File: config.mk
export PLATFORM = sky130hd
export DESIGN_NAME = uart_recv
export DESIGN_NICKNAME = d
export VERILOG_FILES = /design/src/rtl/uart_pkg.sv /design/src/rtl/uart_sync.sv /design/src/rtl/uart_recv.sv
export SDC_FILE = /design/constraint.sdc
export NUM_CORES = 1
export LEC_CHECK = 0
export CORE_AREA = 2 2 61 63
export DETAILED_ROUTE_END_ITERATION = 16
export DIE_AREA = 0 0 63 65
export PLACE_DENSITY = 0.75
export SYNTH_ARGS = -nofsm -noshare
export SYNTH_HDL_FRONTEND = slang
export SYNTH_HIERARCHICAL = 1
export SYNTH_SLANG_ARGS = --single-unit
File: constraint.sdc
create_clock -name clk -period 2.14 [get_ports clk]
set_clock_uncertainty 0.1 [all_clocks]
set_input_delay 0.214 -clock clk [delete_from_list [all_inputs] [get_ports clk]]
set_output_delay 0.214 -clock clk [all_outputs]
set_load 0.1 [all_outputs]
File: src/rtl/uart_pkg.sv
// uart_pkg -- definitions shared by the UART receiver and transmitter.
//   uart_state_t      : 2-bit frame state encoding (IDLE/START/DATA/STOP)
//   BAUD_DIV_DEFAULT  : clk cycles per bit at 100 MHz / 9600 baud
//   HALF_DIV_DEFAULT  : clk cycles from start-bit edge to start-bit centre
//   BAUD_CNT_W        : width of the bit-period counter
//   BIT_CNT_W         : width of the data-bit index
package uart_pkg;

    typedef enum logic [1:0] {
        IDLE  = 2'd0,
        START = 2'd1,
        DATA  = 2'd2,
        STOP  = 2'd3
    } uart_state_t;

    localparam int BAUD_DIV_DEFAULT = 10417;
    localparam int HALF_DIV_DEFAULT = 5208;
    localparam int BAUD_CNT_W       = 15;
    localparam int BIT_CNT_W        = 3;

    // High-to-low transition between two consecutive samples of the line.
    function automatic logic is_fall(input logic prev, input logic cur);
        return prev & ~cur;
    endfunction

endpackage

File: src/rtl/uart_sync.sv
// uart_sync -- two-flop synchronizer for the asynchronous serial line.
//   clk    in  : system clock
//   rst    in  : asynchronous active-low reset; both flops load 1 (line idle)
//   din    in  : asynchronous serial input
//   din_s  out : din retimed into the clk domain (two clk of latency)
module uart_sync (
    input  logic clk,
    input  logic rst,
    input  logic din,
    output logic din_s
);

    logic meta;

    always_ff @(posedge clk or negedge rst) begin
        if (!rst) begin
            meta  <= 1'b1;
            din_s <= 1'b1;
        end else begin
            meta  <= din;
            din_s <= meta;
        end
    end

endmodule

File: src/rtl/uart_recv.sv
// uart_recv -- UART 8N1 receiver.
//   Samples the synchronized line at bit centres, assembles 8 data bits
//   LSB first and checks the stop bit.
//   clk        in  : system clock
//   rst        in  : asynchronous active-low reset
//   din        in  : serial line, idle high, asynchronous to clk
//   valid      out : one-cycle pulse, data holds a newly received good byte
//   data       out : last good byte, stable until the next valid pulse
//   frame_err  out : one-cycle pulse, stop bit sampled low, byte discarded
module uart_recv
    import uart_pkg::*;
#(
    parameter int BAUD_DIV = BAUD_DIV_DEFAULT,
    parameter int HALF_DIV = HALF_DIV_DEFAULT
) (
    input  logic       clk,
    input  logic       rst,
    input  logic       din,
    output logic       valid,
    output logic [7:0] data,
    output logic       frame_err
);

    localparam logic [BAUD_CNT_W-1:0] BAUD_LAST = BAUD_CNT_W'(BAUD_DIV - 1);
    localparam logic [BAUD_CNT_W-1:0] HALF_LAST = BAUD_CNT_W'(HALF_DIV - 1);

    uart_state_t             state;
    uart_state_t             state_nxt;
    logic [BAUD_CNT_W-1:0]   baud_cnt;
    logic [BIT_CNT_W-1:0]    bit_cnt;
    logic [7:0]              shreg;
    logic                    din_s;
    logic                    din_s_d;
    logic                    fall;
    logic                    half_tick;
    logic                    baud_tick;

    // Line synchronizer and edge detector
    uart_sync u_sync (
        .clk   (clk),
        .rst   (rst),
        .din   (din),
        .din_s (din_s)
    );

    always_ff @(posedge clk or negedge rst) begin
        if (!rst) din_s_d <= 1'b1;
        else      din_s_d <= din_s;
    end

    assign fall      = is_fall(din_s_d, din_s);
    assign half_tick = (baud_cnt == HALF_LAST);
    assign baud_tick = (baud_cnt == BAUD_LAST);

    // State register
    always_ff @(posedge clk or negedge rst) begin
        if (!rst) state <= IDLE;
        else      state <= state_nxt;
    end

    // Next-state logic
    always_comb begin
        state_nxt = state;
        case (state)
            IDLE:    if (fall) state_nxt = START;
            // A start bit that is high again at its centre was only a glitch.
            START:   if (half_tick) state_nxt = din_s ? IDLE : DATA;
            DATA:    if (baud_tick && (bit_cnt == 3'd7)) state_nxt = STOP;
            // Leaving at the stop-bit centre leaves half a bit to catch a
            // start bit that follows with no idle gap.
            STOP:    if (baud_tick) state_nxt = IDLE;
            default: state_nxt = IDLE;
        endcase
    end

    // Counters, shift register and registered outputs
    always_ff @(posedge clk or negedge rst) begin
        if (!rst) begin
            baud_cnt  <= '0;
            bit_cnt   <= '0;
            shreg     <= '0;
            data      <= '0;
            valid     <= 1'b0;
            frame_err <= 1'b0;
        end else begin
            // Counter restarts on every state change and wraps once per bit
            // in DATA, so every sample point is a fresh count from zero.
            if ((state_nxt != state) || (state == IDLE) || baud_tick)
                baud_cnt <= '0;
            else
                baud_cnt <= baud_cnt + 1'b1;

            if (state == START)
                bit_cnt <= '0;
            else if ((state == DATA) && baud_tick)
                bit_cnt <= bit_cnt + 1'b1;

            // Shifting in at the MSB leaves the first (LSB) bit at bit 0.
            if ((state == DATA) && baud_tick)
                shreg <= {din_s, shreg[7:1]};

            valid     <= (state == STOP) && baud_tick && din_s;
            frame_err <= (state == STOP) && baud_tick && !din_s;

            if ((state == STOP) && baud_tick && din_s)
                data <= shreg;
        end
    end

endmodule

### Word level (Yosys, flattened, before mapping)

Index checks and enable logic that the tools add are counted.

* bits in registers: 41
* bits of input ports: 3
* output and inout bits: 10
* word-level logic and storage cells: 40

* add/sub/neg operators: 2
* equal/unequal tests: 7
* muxes and demuxes: 9
* bitwise logic cells: 2
* reductions and logical operators: 10

Operators with widths (number)
* adder 15 x 1 -> 15 bit, second input constant: 1
* equality test 15 x 13 -> 1 bit, second input constant: 1
* equality test 15 x 14 -> 1 bit, second input constant: 1
* two-way mux 15 bit: 1
* two-way mux 2 bit: 5
* case mux 2 bit (4 select lines): 1
* two-way mux 3 bit: 2
* logical AND 1 bit: 5
* equality test 2 bit, second input constant: 2
* adder 3 x 1 -> 3 bit, second input constant: 1
* equality test 3 bit, second input constant: 1
* equality test 2 x 1 -> 1 bit, second input constant: 1
* logical NOT 2 bit: 1
* logical OR 1 bit: 2
* inequality test 2 bit: 1
* nonzero test 2 bit: 1
* bitwise AND 1 bit: 1
* logical NOT 1 bit: 1
* inverter 1 bit: 1

### Depth between registers and ports, before layout

* depth after elaboration: 8
* gate-level depth with buffers: 7
* mapped depth without buffers: 6

### By module

Netlist, hierarchy kept.

Modules (own cells, without submodules)
* uart_recv: instances 1, cells each 153, area an instance 1819.2 um^2, sequential area each 977.2 um^2
* uart_sync: instances 1, cells each 2, area an instance 52.6 um^2, sequential area each 52.6 um^2

### Least setup slack after synthesis

No wires, ideal clock.

* kind: register to register
* start: reg baud_cnt[0]
* end: reg shreg[1]
* library setup time: 125 ps
* arrival time: 1624 ps
* data required time: 1915 ps
* slack: 291 ps
* stages on the path, launching flop included: 8
* path buffers: 1
* clock period less this slack: 1849 ps
* path through: dfrtp_1 -> inv_1 -> ha_1 -> and4bb_1 -> nand4_4 -> nor2_2 -> buf_6 -> mux2_2

* cells in the longest elaborated chain, start to end: 2

RTL lines
* start, declared: RTL line uart_recv.sv:29 `logic [BAUD_CNT_W-1:0] baud_cnt;`
* start signal, assigned: RTL line uart_recv.sv:91 `baud_cnt <= baud_cnt + 1'b1;`
* equality test 15 x 14 -> 1 bit: RTL line uart_recv.sv:53 `assign baud_tick = (baud_cnt == BAUD_LAST);`
* logical AND 1 bit: RTL line uart_recv.sv:99 `if ((state == DATA) && baud_tick)`
* end signal, assigned: RTL line uart_recv.sv:100 `shreg <= {din_s, shreg[7:1]};`
* end, declared: RTL line uart_recv.sv:31 `logic [7:0] shreg;`

No other way between the ends.
A chain may end at the register's enable or synchronous reset.

### Final worst setup path

Same ends and word-level chain as after synthesis.

==> results.md <==
- CTS buffer count: 5
- Antenna cells: 0
- Total of buffers placed on input and output ports: 12
- Synthesized area: 1870 um^2
- CTS tree: done
- CTS clk-pin slew, worst paths: 0.11 ns
- Gp weighted congestion: about 0.86
- Num Clock Sinks: 41
- Kind of end point of the critical path: register
- Max IR drop VDD: 0.593 mV
- # rows: 22
- Worst setup SP type: register
- FF+latch area: a little over 1000 um^2
- Global route overflow: 0
- Filler Cell Count: between 200 and 300
- Met1 track utilization from global routing: approximately 22%
- Commonest cells after routing, fill and taps aside: 38 x sky130_fd_sc_hd__dfrtp_1, 17 x sky130_fd_sc_hd__nor2_1, 16 x sky130_fd_sc_hd__buf_4
- Distinct cell type count after synthesis: 37
- Sequential share of power: between 50% and 60%
- Total of cells resized after clock tree synthesis: 0
- Upper clock frequency limit: 0.499 GHz
- Overall routing resource usage: 17.9%
- Yosys warnings: 6
- Net switching power: ~0.00043 W
- Total routed wirelength: between 3000 and 4000 um
- Worst rel slew slack: between 40% and 50%
- Count of max-cap constraint violations: 0
- Hold WS: approximately 0.17 ns
- Layout Area Growth over Synthesis: 12.3%
- Largest net degree at the start of global routing: 42
- Comb pwr share: roughly 15%
- Flops & latches, synth: 41
- Switching share of power: ~28%
- Endpoint arrival time on the critical path: around 2.1 ns
- Synth Instances: between 150 and 200
- Placed Cells: roughly 220
- Nets: 182
- Commonest register cell after synthesis: sky130_fd_sc_hd__dfrtp_1
- Via Count: roughly 1,200
- Nets in the synthesized netlist: 162
- Post-DRT Antenna Nets: 0
- Share of the yosys chip area belonging to registers: a little under three fifths
- Most common cell after layout, fill and taps aside: sky130_fd_sc_hd__dfrtp_1
- Period Utilization, post-route: 93.6%
- Total core area: about 3500 um^2
- Critical path class: register to register
- Maximum clock path buffer count: 2
- Worst hold-check path type: primary input to register
- Average cell area after synthesis: approximately 12 um^2
- Via count of the first global-routing pass: roughly 1,200
- Post-DP HPWL: 2210 um
- Insertion delay of the later-clocked pin in the worst-skew pair: 0.35 ns
- Result of the run: complete, no violations
- Fin. Hold Viols: 0
- Root Buffer: sky130_fd_sc_hd__clkbuf_4
- Die footprint: just over 4000 um^2
- Count of final max-slew check failures: 0
- Starting density of the core: 53.5%
- Share of async-settable or async-resettable flops after synthesis: 100%
- Grt met2 use: approximately 29%
- Ratio of total power to cell area: a little over 700 nW/um^2
- DRT iter0 DRCs: 59
- Worst Tran Pin Value: slightly below 0.9 ns
- Final setup violation count: 0
- Height of the chip: approximately 65 um
- Global-route layer with the greatest usage: met2
- Met3 capacity usage during global routing: between 4 and 5%
- Internal Dissipation: 0.00109 W
- X dimension of the die: between 60 and 70 um
- Fraction of final layout cells sized beyond drive strength 1: around 28%
- Number of DRC violations after detailed routing: 0
- Number of stages on the worst hold path: 1
- Count of pins on the block boundary: 13
- Area of combinational cells with multiple inputs: 778 um^2
- Drt pass-1 iters: 4
- Req. time, crit path: about 2.3 ns
- Vias per cell: between 5 and 6
- Lkg Pwr: between 0.9 and 1 nW
- Clock period minus final worst setup slack: about 2.0 ns
- H-tree depth: 2
- RSZ-0062 raised after global routing: no
- Count of flip-flops with a built-in enable after synthesis: 0
- Number of non-filler instances in the completed layout: about 220
- Wire length of the first global-routing pass: between 5000 and 6000 um
- Final-layout setup total negative slack: 0 ns
- Worst-path maximum fanout: 11
- Reg2Reg Depth: 7
- Routed WL per cell: between 10 and 15 um
- Post-CTS Setup Bufs: 0
- Number of antenna violations at the first check in global routing: 0
- Portion of total power attributed to the clock network: roughly 26%
==> power by group through the flow <==
stage / logic, W / registers [W] / clock network (W)
after floorplan: 0.000184 / 0.000881 / 0
after global placement: 0.000218 / 0.000907 / 0
after detailed placement: 0.000232 / 0.000914 / 0
after CTS: 0.000233 / 0.000899 / 0.000403
after global routing: 0.000259 / 0.000912 / 0.000444
final: 0.000229 / 0.000901 / 0.000388
==> kinds of logic after synthesis <==
| group | count (synthesis) | share of synthesized area (%) |
|---|---|---|
| and+or+nand+nor | 58 | 19.2 |
| DFF | 41 | 55.0 |
| muxes | 20 | 11.8 |
| buffers and inverters | 14 | 3.41 |
| xor gates and xnor gates | 13 | 6.08 |
| AOI/OAI and AO/OA | 5 | 1.87 |
| adders and majority gates | 4 | 2.67 |
==> critical path, cell delays in order, from the launching register on <==
cell and delay [ns]:
sky130_fd_sc_hd__dfrtp_1 0.45, sky130_fd_sc_hd__inv_1 0.08, sky130_fd_sc_hd__ha_1 0.15, sky130_fd_sc_hd__and4bb_1 0.25, sky130_fd_sc_hd__nand4_4 0.16, sky130_fd_sc_hd__nor2_2 0.14
sky130_fd_sc_hd__buf_4 0.21, sky130_fd_sc_hd__mux2_2 0.36
==> worst paths after layout <==
check                            start            to  slack (ns)
max                        baud_cnt[0]      shreg[1]        0.14
min                                din   u_sync/meta        0.17
max reg2reg                baud_cnt[0]      shreg[1]        0.14
min reg2reg                u_sync/meta  u_sync/din_s        0.27
max in group asynchronous          rst  baud_cnt[14]        0.99
min in group asynchronous          rst    bit_cnt[1]        0.41
==> state kept, by name, summed over array words and instances (netlist names) <==
| register | cells |
|---|---|
| bit_cnt | 3 |
| din_s_d | 1 |
| u_sync/meta | 1 |
| baud_cnt | 15 |
| valid | 1 |
| data | 8 |
| u_sync/din_s | 1 |
| shreg | 8 |
| frame_err | 1 |
| state | 2 |
==> stage by stage <==
step / worst slack, ns / total power (W) / cell area (um^2) / utilization (%)
after floorplan: 0.291 / 0.00106 / 1870 / -
after global placement: 0.205 / 0.00112 / 2030 / 58.2
after detailed placement: 0.136 / 0.00115 / 2030 / 58.2
after CTS: 0.129 / 0.00153 / 2100 / 60.1
after global routing: 0.0388 / 0.00161 / 2100 / 60.1
final: 0.136 / 0.00152 / 2100 / 60.1
==> layer usage <==
metal / wire, um / vias to the layer above
li1: - / 575
met1: 1380 / 575
met2: 1460 / 21
met3: 115 / 7
met4: 63 / 0
met5: 0 / -
==> cell usage after synthesis (all sizes together), types with 2 or more instances <==
cell type  count  area [um^2]
and3           2         13.8
buf            4         26.3
clkbuf         2         7.51
dfrtp         38          951
dfstp          3         78.8
ha             4         50.1
inv            8         30.0
mux2          16          180
mux2i          4         40.0
nand2          7         26.3
nand2b         2         12.5
nand3          7         35.0
nand4          6         52.6
nor2          19         81.3
nor3           2         10.0
nor3b          2         20.0
nor4           4         40.0
nor4bb         3         30.0
xnor2          7         61.3
xor2           6         52.6
==> final cells by class <==
type | count | share of cell area, %
Multi-Input combinational cell | 100 | 37.0
Tap cell | 48 | 2.86
Clock buffer | 6 | 2.44
Timing Repair Buffer | 19 | 6.90
Sequential cell | 41 | 49.0
Inverter | 8 | 1.43
Clock inverter | 1 | 0.357
==> timing repair <==
| action | in CTS | in global routing |
|---|---|---|
| endpoints found under the hold margin | 38 | 0 |
| endpoints found under the setup margin | 0 | 0 |
| hold buffers | 1 | 0 |
Note: power is estimated with default switching activity, not from simulation.
